--- config.mk ---
export PLATFORM = sky130hd
export DESIGN_NAME = sync_fifo_param
export DESIGN_NICKNAME = d
export VERILOG_FILES = /design/src/rtl/sync_fifo_param.sv
export SDC_FILE = /design/constraint.sdc
export NUM_CORES = 1
export LEC_CHECK = 0
export CORE_MARGIN = 3
export CORE_UTILIZATION = 52
export CTS_CLUSTER_DIAMETER = 30
export DETAILED_ROUTE_END_ITERATION = 6
export PLACE_DENSITY = 0.79
export SYNTH_ARGS = -nofsm -noshare
export SYNTH_HDL_FRONTEND = slang
export SYNTH_SLANG_ARGS = --single-unit
--- constraint.sdc ---
create_clock -name clk -period 2.45 [get_ports clk]
set_input_delay 0.3675 -clock clk [delete_from_list [all_inputs] [get_ports clk]]
set_output_delay 0.3675 -clock clk [all_outputs]
set_load 0.01 [all_outputs]
--- src/rtl/sync_fifo_param.sv ---
// ----------------------------------------------------------------------------
// sync_fifo_param
// Parametrised single-clock FIFO with valid/ready handshakes on both sides,
// first-word-fall-through read data, occupancy count, almost-full/empty flags
// and sticky overflow/underflow error flags.
//
// Parameters
//   DATA_W    data width (>=1)
//   DEPTH     entries, power of two (>=2)
//   AF_LEVEL  almost_full when count >= AF_LEVEL (1..DEPTH)
//   AE_LEVEL  almost_empty when count <= AE_LEVEL (0..DEPTH-1)
//
// Ports
//   clk, rst_n              clock, synchronous active-low reset
//   wr_valid/wr_data/wr_ready   producer side handshake
//   rd_valid/rd_data/rd_ready   consumer side handshake (rd_data FWFT, 0 when empty)
//   count                   occupancy 0..DEPTH
//   almost_full/almost_empty    level flags
//   overflow/underflow      sticky error flags, cleared by clr_err
// ----------------------------------------------------------------------------
module sync_fifo_param #(
  parameter int DATA_W   = 8,
  parameter int DEPTH    = 4,
  parameter int AF_LEVEL = DEPTH - 1,
  parameter int AE_LEVEL = 1
) (
  input  logic                       clk,
  input  logic                       rst_n,
  input  logic                       wr_valid,
  input  logic [DATA_W-1:0]          wr_data,
  output logic                       wr_ready,
  output logic                       rd_valid,
  output logic [DATA_W-1:0]          rd_data,
  input  logic                       rd_ready,
  output logic [$clog2(DEPTH):0]     count,
  output logic                       almost_full,
  output logic                       almost_empty,
  output logic                       overflow,
  output logic                       underflow,
  input  logic                       clr_err
);

  localparam int AW = $clog2(DEPTH);
  localparam int CW = AW + 1;

  logic [DEPTH-1:0][DATA_W-1:0] mem_q;
  logic [AW-1:0]                wr_ptr_q, wr_ptr_d;
  logic [AW-1:0]                rd_ptr_q, rd_ptr_d;
  logic [CW-1:0]                count_q, count_d;
  logic                         ovf_q, ovf_d;
  logic                         udf_q, udf_d;
  logic                         wr_do, rd_do;

  // Handshake qualifiers come from the count register only, so there is
  // no combinational path from rd_ready to wr_ready or wr_valid to rd_valid.
  assign wr_ready = (count_q < CW'(DEPTH));
  assign rd_valid = (count_q != '0);
  assign wr_do    = wr_valid & wr_ready;
  assign rd_do    = rd_ready & rd_valid;

  always_comb begin
    wr_ptr_d = wr_ptr_q;
    rd_ptr_d = rd_ptr_q;
    if (wr_do) wr_ptr_d = wr_ptr_q + AW'(1);  // natural wrap at DEPTH
    if (rd_do) rd_ptr_d = rd_ptr_q + AW'(1);
    count_d  = count_q + CW'(wr_do) - CW'(rd_do);
    // Error event in the same cycle as clr_err wins.
    ovf_d    = (ovf_q & ~clr_err) | (wr_valid & ~wr_ready);
    udf_d    = (udf_q & ~clr_err) | (rd_ready & ~rd_valid);
  end

  always_ff @(posedge clk) begin
    if (!rst_n) begin
      wr_ptr_q <= '0;
      rd_ptr_q <= '0;
      count_q  <= '0;
      ovf_q    <= 1'b0;
      udf_q    <= 1'b0;
    end else begin
      wr_ptr_q <= wr_ptr_d;
      rd_ptr_q <= rd_ptr_d;
      count_q  <= count_d;
      ovf_q    <= ovf_d;
      udf_q    <= udf_d;
    end
  end

  // Storage is not reset; a write during reset is dropped.
  always_ff @(posedge clk) begin
    if (rst_n && wr_do) mem_q[wr_ptr_q] <= wr_data;
  end

  assign rd_data      = rd_valid ? mem_q[rd_ptr_q] : '0;
  assign count        = count_q;
  assign almost_full  = (count_q >= CW'(AF_LEVEL));
  assign almost_empty = (count_q <= CW'(AE_LEVEL));
  assign overflow     = ovf_q;
  assign underflow    = udf_q;

endmodule

[Word-level counts from Yosys, hierarchy flattened]
Index checks and enable logic that the tools add are counted.
Storage, ports and cells
  memory bits (writable): 0
  memories kept: 0
  output and inout bits: 17
  memory bits (read-only): 0
  bits in registers: 41
  latch bits: 0
Cells by class
  $lt $le $gt $ge: 6
  reduce and logical (&&, ||, !) cells: 3
  muxes and demuxes: 6
  bitwise gates (word level): 11
  div/mod/pow operators: 0
  $add $sub $neg: 4
  shift-type cells: 0
  multipliers: 0
  eq/ne operators: 0
Operator list (count)
  32-bit bitwise mux: 1
  8-bit two-way mux: 3
  8-bit binary-select mux with 2-bit select: 1
  8-bit demux with 2-bit select: 1
  1-bit AND: 6
  2-bit by 3-bit < comparator with 1-bit output (second input constant): 2
  2-bit by 1-bit adder with 2-bit output (second input constant): 2
  3-bit by 1-bit adder with 3-bit output: 1
  3-bit by 2-bit >= comparator with 1-bit output (second input constant): 1
  3-bit by 1-bit <= comparator with 1-bit output (second input constant): 1
  3-bit < comparator (second input constant): 1
  1-bit inverter: 3
  3-bit nonzero test: 1
  3-bit by 1-bit subtractor with 3-bit output: 1
  2-bit by 1-bit >= comparator with 1-bit output (second input constant): 1
  1-bit logical AND: 2
  1-bit OR: 2

[Depth between registers and ports, before layout]
Gate-level depths: netlist of the first run.
  depth after elaboration: 5
  gate-level depth with buffers: 9
  mapped depth without buffers: 8

[Least setup slack after synthesis of the first run]
OpenSTA, ideal clock, no wires.
  path type: register to register
  start: reg count_q[1], in the netlist count[1]
  end: reg count_q[2], in the netlist count[2]
  required time: 2335 ps
  setup time: 115 ps
  stages on the path, launching flop included: 9
  clock period less this slack: 1929 ps
  data arrival time: 1814 ps
  path slack: 521 ps
  path through: dfxtp_1 -> nor3_4 -> nor2b_1 -> ha_1 -> inv_1 -> ha_1 -> fa_1 -> xnor2_1 -> and2_1
On the way
  elaborated cells between the ends (all ways): 6
  those cells by class: add/sub (2); order compare (1); bitwise (2); reduce/logical (1)
RTL lines
  start, declared: line 49  | logic [CW-1:0] count_q, count_d;
  start signal, assigned: line 82  | count_q <= count_d;
  3-bit nonzero test: line 57  | assign rd_valid = (count_q != '0);
  1-bit AND: line 59  | assign rd_do = rd_ready & rd_valid;
  via rd_do: line 52  | logic wr_do, rd_do;
  3-bit by 1-bit subtractor with 3-bit output: line 66  | count_d = count_q + CW'(wr_do) - CW'(rd_do);
The timed path passes the listed nets, and every way through them passes these cells.
A chain may end at the register's enable or synchronous reset.

[Worst setup path after layout of the first run]
  start: reg rd_ptr_q[0]
  end: out rd_data[5]
On the way
  cells in the longest elaborated chain, start to end: 3
RTL lines
  start, declared: line 48  | logic [AW-1:0] rd_ptr_q, rd_ptr_d;
  start signal, assigned: line 81  | rd_ptr_q <= rd_ptr_d;
  8-bit binary-select mux with 2-bit select: line 93  | assign rd_data = rd_valid ? mem_q[rd_ptr_q] : '0;
  8-bit two-way mux (not written as such): line 93
  8-bit two-way mux: line 93
  end, declared: line 33  | output logic [DATA_W-1:0] rd_data,
No other way between the ends. The select of a mux whose other input is x is not followed.

==> flow_summary.ini, run 1 <==
[placement]
hpwlAfterDp_microns = 2270
io_buffers = 29
gp_congestion = 0.710

[worst_setup_path]
startpoint = rd_ptr_q[0]
worstPathRequired_ns = 2.08
cp.arrival_ns = 2.00
worstPathMaxFanout = 5
worstSetupPathType = flip-flop to output pin
startpoint_type = flip-flop
critical_path.reg2reg.startpoint = count[1]
cp-end-kind = output pin
cp-endpoint = rd_data[5]
reg2reg_to = count[2]
reg2reg_setup_slack_ns = 0.51
reg2reg_depth = 8

[sta]
max_freq_mhz = 422
fin_crit_ns = 2.37
finalSetupTns_ns = 0
rsz0062_at_grt = no
final_hold_viol_count = 0
slew_headroom_pct = 70.6
drv_slew = 0
setup_viol_count_final = 0
fin_skew_ns = 0.00245
fin_crit_sh_pct = 96.7
tightest_slew_ns = 0.441

[drt]
routed_wl_microns = 3170
wl_per_cell_microns = 16.5
viasPerCell = 5.31
drt_first_iter_violations = 49
drc = 0
ant_nets = 0
vias = 1019
dr.pass1.iters = 4

[power]
p_sw_uw = 655
powerDensity_mw_per_mm2 = 975
power.share.clock_pct = 18.9
comb_power_share_pct = 41.1
p_int_mw = 1.56
p_sw_share_pct = 29.5
p_seq_share_pct = 40.0
peakVddDrop_uv = 515
p_leak_nw = 0.844
power_mw = 2.22

[clocking]
cts_sinks = 41
cts_buffer_depth = 2
cts_tree = yes
root_buffer = clkbuf_4
clkSlewWorstSetupHoldPaths_ns = 0.11
postCtsHoldBufs = 0
cts-buffers-inserted = 5
htree_levels = 2
insertion_delay_ns = 0.34

[synth]
synth_cell_type_count = 26
ys_ff_latch = 41
syn_area_sq_mm = 0.00184
syn-instance-count = 111
synth-seq-area-share_pct = 62.2
synth.avg_cell_area_sq_um = 16.5
ys_warn_count = 0
synth_fp_nets = 134

[min_path]
hold_path_depth = 2
hp-class = flip-flop to flip-flop

[global_route]
grt_pass1_wl_microns = 5300
overflow = 0
antenna_found_initial = 0
grt_pass1_vias = 1071
grt_start_max_net_pins = 15
track_usage_pct = 16.9

[job]
cap_violations = 0

[die]
die_area_sq_mm = 0.00428
rows = 20
fp.dieW_microns = 65.4
start_util_pct = 57.3
die_h_microns = 65.4
core_sq_mm = 0.00320
pin_count = 30

[cells_and_area]
fin_nets = 170
diodes = 0
syn2layout_area_growth_pct = 24.1
layout-drive-gt1-share_pct = 20.3

[status]
status = completed
==> cell usage after synthesis (all sizes together) <==
library cell / number / share of area [%]
nand2: 4 / 0.82
mux4: 8 / 10
ha: 9 / 6.1
clkbuf: 1 / 0.20
o21ai: 3 / 0.82
nor2b: 13 / 7.3
mux2i: 1 / 0.55
fa: 1 / 1.1
nand4bb: 1 / 0.61
nor3: 1 / 0.89
a32o: 1 / 0.55
and3: 4 / 1.4
buf: 4 / 1.8
dfxtp: 9 / 9.8
or3: 1 / 0.34
and2: 4 / 1.4
inv: 9 / 1.8
a21boi: 1 / 0.41
edfxtp: 32 / 52
xnor2: 2 / 0.95
a22oi: 2 / 0.82
==> flip-flops by register name, indices dropped and copies added, names as in the netlist <==
name       flops
count          3
rd_ptr_q       2
overflow       1
underflow      1
wr_ptr_q       2
mem_q         32
==> power groups by stage <==
| stage | logic (mW) | clock network (mW) | registers (mW) |
|---|---|---|---|
| finish | 0.912 | 0.420 | 0.887 |
| global route | 0.994 | 0.462 | 0.897 |
| detailed placement | 0.880 | 0 | 0.911 |
| CTS | 0.932 | 0.430 | 0.889 |
| global placement | 0.859 | 0 | 0.904 |
| floorplan | 0.552 | 0 | 0.888 |
==> cell usage in the layout, fill, tap and decap left out, types with 2 or more instances in the layout <==
master	synthesis	layout
a22oi_1	2	2
and2_1	4	4
and3_1	4	4
buf_4	0	4
clkbuf_4	0	5
clkdlybuf4s50_1	0	28
dfxtp_1	9	8
edfxtp_1	32	32
ha_1	9	9
inv_1	7	7
inv_2	2	2
mux4_2	7	7
nand2_1	4	4
nor2b_1	6	6
nor2b_4	7	7
o21ai_1	2	2
xnor2_1	2	2
==> how the worst min path moves through the flow <==
| stage | startpoint | to | slack, ns |
|---|---|---|---|
| 4_1_cts | overflow | overflow | 0.55 |
| 5_1_grt | underflow | underflow | 0.62 |
| 3_3_place_gp | overflow | overflow | 0.52 |
| 2_1_floorplan | wr_data[0] | mem_q[0] | 0.47 |
| 6_report | overflow | overflow | 0.54 |
| 3_5_place_dp | overflow | overflow | 0.52 |
==> per-layer routing <==
metal	track usage, %	vias to the layer above	share of wire [%]
met4	4.66	0	1.3
li1	-	476	-
met3	3.93	7	5.5
met2	28.6	30	52
met1	21.7	506	41
met5	0	-	0
==> final cells by class <==
cell class / instances / area, sq um
sequential: 41 / 1140
fill: 231 / 926
multi-input combinational: 56 / 624
timing repair buffer: 34 / 343
tap: 44 / 55.1
clock buffer: 6 / 41.3
clock inverter: 2 / 35.0
inverter: 9 / 33.8
==> cell families after synthesis <==
family | count (synthesis) | synth area share, %
DFF | 41 | 62.2
and+or+nand+nor | 28 | 12.7
buffers and inverters | 14 | 3.82
adders and majority gates | 10 | 7.23
muxes | 9 | 10.6
AOI/OAI and AO/OA | 7 | 2.59
xor gates and xnor gates | 2 | 0.955
==> worst max-delay path: stages, from the launching register on <==
cell	delay (ns)
dfxtp_4	0.38
buf_4	0.17
mux4_2	0.50
nor2b_4	0.13
clkdlybuf4s50_1	0.49
==> through the flow <==
step	hold slack (ns)	util, %	setup slack [ns]	cells	cell area [sq um]
after floorplan	0.466	-	0.521	111	1840
after global placement	0.515	67.7	0.167	182	2170
after detailed placement	0.521	67.7	0.108	182	2170
after CTS	0.550	71.0	0.0429	192	2270
after global routing	0.616	71.1	0.000234	192	2280
final	0.542	71.1	0.0802	192	2280
==> timing repair <==
| action | CTS | global route |
|---|---|---|
| endpoints found under the setup margin | 6 | 1 |
| buffers inserted | 2 | 0 |
| resized for setup | 2 | 1 |
Power figures use the tool's default switching activity.
==> run 2: changes to the inputs <==
--- a/config.mk
+++ b/config.mk
@@ -5,7 +5,6 @@
 export SDC_FILE = /design/constraint.sdc
 export NUM_CORES = 1
 export LEC_CHECK = 0
-export CORE_MARGIN = 3
 export CORE_UTILIZATION = 52
 export CTS_CLUSTER_DIAMETER = 30
 export DETAILED_ROUTE_END_ITERATION = 6
==> run 2 against run 1 <==
Effect of this change: setup slack improved by 0.034 ns; clock skew up 0.0070 ns; worst hold slack improved by 0.0082 ns; cell count rose by 0.52%; total power is 0.94% lower; count of clock-buffer cells in the layout unchanged; die area fell by 12%; critical path type unchanged; highest routed layer unchanged.
==> flow_summary.ini, run 2 (synthesis results as in run 1) <==
[worst_setup_path]
critPathTopFamily = buffers and inverters
worstPathRequired_ns = 2.08
reg2reg_depth = 8
startpoint = rd_ptr_q[0]
worstSetupPathDepth = 4
cp-endpoint = rd_data[4]
cp-end-kind = output pin
critical_path.reg2reg.startpoint = count[0]
cp_cell_sequence = buf_4 > mux4_2 > nor2b_4 > clkdlybuf4s50_1
worstSetupPathType = flip-flop to output pin
critPathMaxStageDelay_ns = 0.51
reg2reg_setup_slack_ns = 0.45
worstPathMaxFanout = 6
startpoint_type = flip-flop
reg2reg_to = count[2]
critPathSlowestCell = mux4_2
cp.arrival_ns = 1.97
crit_buf_inv = 2

[sta]
slew_headroom_pct = 70.4
fin_crit_sh_pct = 95.3
rsz0062_at_grt = no
tightest_slew_ns = 0.445
fin_crit_ns = 2.34
final_hold_viol_count = 0
fin_skew_ns = 0.00948
max_freq_mhz = 428
setup_viol_count_final = 0
drv_slew = 0
finalSetupTns_ns = 0

[global_route]
grt_pass1_vias = 1021
overflow = 0
grt_start_max_net_pins = 15
grt_pass1_wl_microns = 4890
track_usage_pct = 19.6
antenna_found_initial = 0

[clocking]
htree_levels = 2
root_buffer = clkbuf_4
cts_setup_buffers = 0
cts_buffer_depth = 2
clkSlewWorstSetupHoldPaths_ns = 0.11
cts_tree = yes
insertion_delay_ns = 0.35
postCtsHoldBufs = 0
cts_sinks = 41
cts-buffers-inserted = 5

[cells_and_area]
fin_area_sq_mm = 0.00226
diodes = 0
largest_reg_flops = 32
fin_nets = 169
final_common_cell = edfxtp_1
nFillCells = 261
seqCellArea_sq_mm = 0.00114
syn2layout_area_growth_pct = 22.9
final_cell_mix = edfxtp_1 (32), clkdlybuf4s50_1 (28), ha_1 (9), dfxtp_1 (9)
fin_util_pct = 67.1
layout-drive-gt1-share_pct = 19.0
top_register = mem_q
multiInputGateArea_sq_um = 624
top_regs = mem_q x32, count x3

[placement]
io_buffers = 29
hpwlAfterDp_microns = 2290
place_area_sq_mm = 0.00218
gp_congestion = 0.697

[status]
status = completed

[drt]
wl_per_cell_microns = 16.5
routed_wl_microns = 3180
drt_first_iter_violations = 27
viasPerCell = 5.13
vias = 990
drc = 0
ant_nets = 0
dr.pass1.iters = 4

[power]
p_leak_nw = 0.834
peakVddDrop_uv = 516
powerDensity_mw_per_mm2 = 975
power_mw = 2.20

[die]
die_area_sq_mm = 0.00377
die_h_microns = 61.4
start_util_pct = 54.6
core_sq_mm = 0.00336
fp.dieW_microns = 61.4
pin_count = 30
rows = 21

[job]
cap_violations = 0

[min_path]
hp-class = flip-flop to flip-flop
run 2: report_power, final:
part / switching [mW] / internal [mW] / leakage [nW]
Clock: 0.213 / 0.214 / 0.0422
Sequential: 0.0625 / 0.818 / 0.364
Combinational: 0.384 / 0.507 / 0.428
Total: 0.659 / 1.54 / 0.834
run 2: metrics by stage:
stage | hold WS [ns] | setup slack, ns | std cells
final | 0.550 | 0.114 | 193
after detailed placement | 0.527 | 0.0927 | 185
after floorplan | 0.466 | 0.521 | 111
after global placement | 0.512 | 0.167 | 185
after global routing | 0.606 | 0.0120 | 193
after CTS | 0.556 | 0.00415 | 193
run 2: worst min path at each step:
| stage | from | end | slack [ns] | cells after the start |
|---|---|---|---|---|
| floorplan | wr_data[0] | mem_q[0] | 0.47 | 0 |
| global placement | overflow | overflow | 0.51 | 2 |
| detailed placement | overflow | overflow | 0.53 | 2 |
| CTS | overflow | overflow | 0.56 | 2 |
| global route | overflow | overflow | 0.61 | 2 |
| finish | overflow | overflow | 0.55 | 2 |
run 2: tightest hold or removal path: cells and delay by family (launching register included):
family / cells / cell delay (ns)
DFF: 1 / 0.35
and+or+nand+nor: 1 / 0.11
AOI/OAI and AO/OA: 1 / 0.07
run 2: final cells by class:
type | count | area share [%]
Inverter | 9 | 1.50
Clock inverter | 2 | 1.55
Timing Repair Buffer | 33 | 14.3
Tap cell | 46 | 2.55
Sequential cell | 41 | 50.6
Clock buffer | 6 | 1.83
Multi-Input combinational cell | 56 | 27.7
run 2: repair_timing:
action,CTS,global route
resized for setup,0,1
setup endpoints to repair,0,1
hold endpoints to repair,0,0
run 2: routing by layer:
layer,track usage (%),vias to the layer above,part of all wire [%]
li1,-,473,-
met1,23.0,497,41
met2,34.3,15,55
met3,4.62,5,2.8
met4,8.57,0,1.3
met5,0,-,0
==> run 3: changes to the inputs <==
--- a/config.mk
+++ b/config.mk
@@ -5,10 +5,11 @@
 export SDC_FILE = /design/constraint.sdc
 export NUM_CORES = 1
 export LEC_CHECK = 0
-export CORE_UTILIZATION = 52
+export ABC_CLOCK_PERIOD_IN_PS = 2450
+export CORE_UTILIZATION = 40
 export CTS_CLUSTER_DIAMETER = 30
 export DETAILED_ROUTE_END_ITERATION = 6
-export PLACE_DENSITY = 0.79
+export PLACE_DENSITY = 0.64
 export SYNTH_ARGS = -nofsm -noshare
 export SYNTH_HDL_FRONTEND = slang
 export SYNTH_SLANG_ARGS = --single-unit
==> run 3 against run 2 <==
Effect of this change: clock skew decreased by 0.0042 ns; combinational power shrank 2%; worst hold slack worse by 0.012 ns; critical endpoint is now rd_data[2]; highest routed layer unchanged.
==> flow_summary.ini, run 3 (synthesis results as in run 1) <==
[global_route]
grt_pass1_wl_microns = 5180
grt_pass1_vias = 1071
track_usage_pct = 14.4
antenna_found_initial = 0
overflow = 0
grt_start_max_net_pins = 15

[cells_and_area]
top_regs = mem_q x32, count x3
diodes = 0
fin_nets = 169
final_common_cell = edfxtp_1
multiInputGateArea_sq_um = 624
nFillCells = 371
top_register = mem_q
syn2layout_area_growth_pct = 25.5
layout-drive-gt1-share_pct = 20.4
seqCellArea_sq_mm = 0.00114
largest_reg_flops = 32
fin_area_sq_mm = 0.00230
final_cell_mix = edfxtp_1 (32), clkdlybuf4s50_1 (29), ha_1 (9), dfxtp_1 (8)

[placement]
gp_congestion = 0.686
hpwlAfterDp_microns = 2060
io_buffers = 29
place_area_sq_mm = 0.00218

[min_path]
worstHoldStart = overflow
hp-class = flip-flop to flip-flop

[sta]
slew_headroom_pct = 68.1
fin_skew_ns = 0.00524
rsz0062_at_grt = no
fin_crit_ns = 2.34
fin_crit_sh_pct = 95.7
final_hold_viol_count = 0
tightest_slew_ns = 0.477
setup_viol_count_final = 0
finalSetupTns_ns = 0
max_freq_mhz = 427
drv_slew = 0

[worst_setup_path]
cp.arrival_ns = 1.98
critPathSlowestCell = mux4_2
cp-end-kind = output pin
startpoint_type = flip-flop
critical_path.reg2reg.startpoint = count[0]
startpoint = rd_ptr_q[0]
critPathMaxStageDelay_ns = 0.50
worstSetupPathType = flip-flop to output pin
worstPathRequired_ns = 2.08
worstPathMaxFanout = 6
cp_cell_sequence = buf_4 > mux4_2 > nor2b_4 > clkdlybuf4s50_1

[power]
comb_power_share_pct = 37.8
p_sw_share_pct = 29.2
p_leak_nw = 0.833
p_int_mw = 1.64
power.share.clock_pct = 23.5
powerDensity_mw_per_mm2 = 1000
p_sw_uw = 674
peakVddDrop_uv = 402
p_seq_share_pct = 38.7

[drt]
wl_per_cell_microns = 15.1
drt_first_iter_violations = 44
viasPerCell = 4.83
vias = 961
ant_nets = 0
routed_wl_microns = 3000
dr.pass1.iters = 4
drc = 0

[clocking]
cts_setup_buffers = 0
insertion_delay_ns = 0.30
cts_sinks = 41
cts_tree = yes
clkSlewWorstSetupHoldPaths_ns = 0.08
cts_buffer_depth = 2
htree_levels = 2
cts-buffers-inserted = 5
postCtsHoldBufs = 0
root_buffer = clkbuf_8

[die]
fp.dieW_microns = 69.7
die_h_microns = 69.7
pin_count = 30
start_util_pct = 41.9
die_area_sq_mm = 0.00486
rows = 24
core_sq_mm = 0.00438

[status]
status = completed

[job]
cap_violations = 0
## run 3: changes by cell type in the layout (fill, tap and decap cells not counted)
cell / before / now
clkinv_4: 0 / 1
clkbuf_8: 0 / 5
dfxtp_4: 0 / 1
clkbuf_4: 5 / 0
clkinv_2: 1 / 0
clkinvlp_4: 0 / 1
dfxtp_1: 9 / 8
dlymetal6s2s_1: 1 / 0
clkdlybuf4s50_1: 28 / 29
clkbuf_1: 1 / 0
## run 3: layer usage
metal | vias up | wire, microns | GRT usage (%)
li1 | 474 | - | -
met1 | 462 | 1250 | 17.7
met2 | 19 | 1570 | 23.4
met3 | 6 | 134 | 5.09
met4 | 0 | 47 | 5.33
met5 | - | 0 | 0
## run 3: cell type report
| cell class | count | share of cell area, % |
|---|---|---|
| sequential | 41 | 49.7 |
| multi-input combinational | 56 | 27.1 |
| timing repair buffer | 33 | 13.9 |
| clock buffer | 5 | 2.99 |
| tap | 52 | 2.82 |
| clock inverter | 3 | 2.01 |
| inverter | 9 | 1.47 |
## run 3: worst paths after layout
path         depth (start not counted)          to  slack [ns]
min                                  2    overflow        0.54
max                                  4  rd_data[2]        0.11
max reg2reg                          8    count[2]        0.53
min reg2reg                          2    overflow        0.54
## run 3: stage by stage
| stage | setup slack (ns) | util, % | hold WS [ns] | cells | total power [mW] |
|---|---|---|---|---|---|
| after floorplan | 0.521 | - | 0.466 | 111 | 1.44 |
| after global placement | 0.160 | 49.8 | 0.511 | 191 | 1.78 |
| after detailed placement | 0.108 | 49.8 | 0.522 | 191 | 1.79 |
| after CTS | 0.0326 | 52.5 | 0.550 | 199 | 2.34 |
| after global routing | 0.0215 | 52.5 | 0.602 | 199 | 2.46 |
| final | 0.106 | 52.5 | 0.539 | 199 | 2.31 |
## run 3: power by group through the flow
| stage | clock (mW) | combinational [mW] | sequential [mW] |
|---|---|---|---|
| after CTS | 0.557 | 0.891 | 0.894 |
| after global routing | 0.590 | 0.961 | 0.907 |
| after detailed placement | 0 | 0.885 | 0.908 |
| final | 0.543 | 0.873 | 0.894 |
| after floorplan | 0 | 0.552 | 0.888 |
| after global placement | 0 | 0.870 | 0.906 |
## run 3: worst max-delay path: cells and delay by family (launching register included)
kind                   cells  cell delay, ns
AND/OR/NAND/NOR            1            0.13
flip-flops                 1            0.40
buffers and inverters      2            0.66
multiplexers               1            0.50
## run 3: timing repair
item | in CTS | in global routing
resized for setup | 1 | 1
pin swaps | 0 | 0
hold endpoints to repair | 0 | 0
endpoints found under the setup margin | 5 | 3
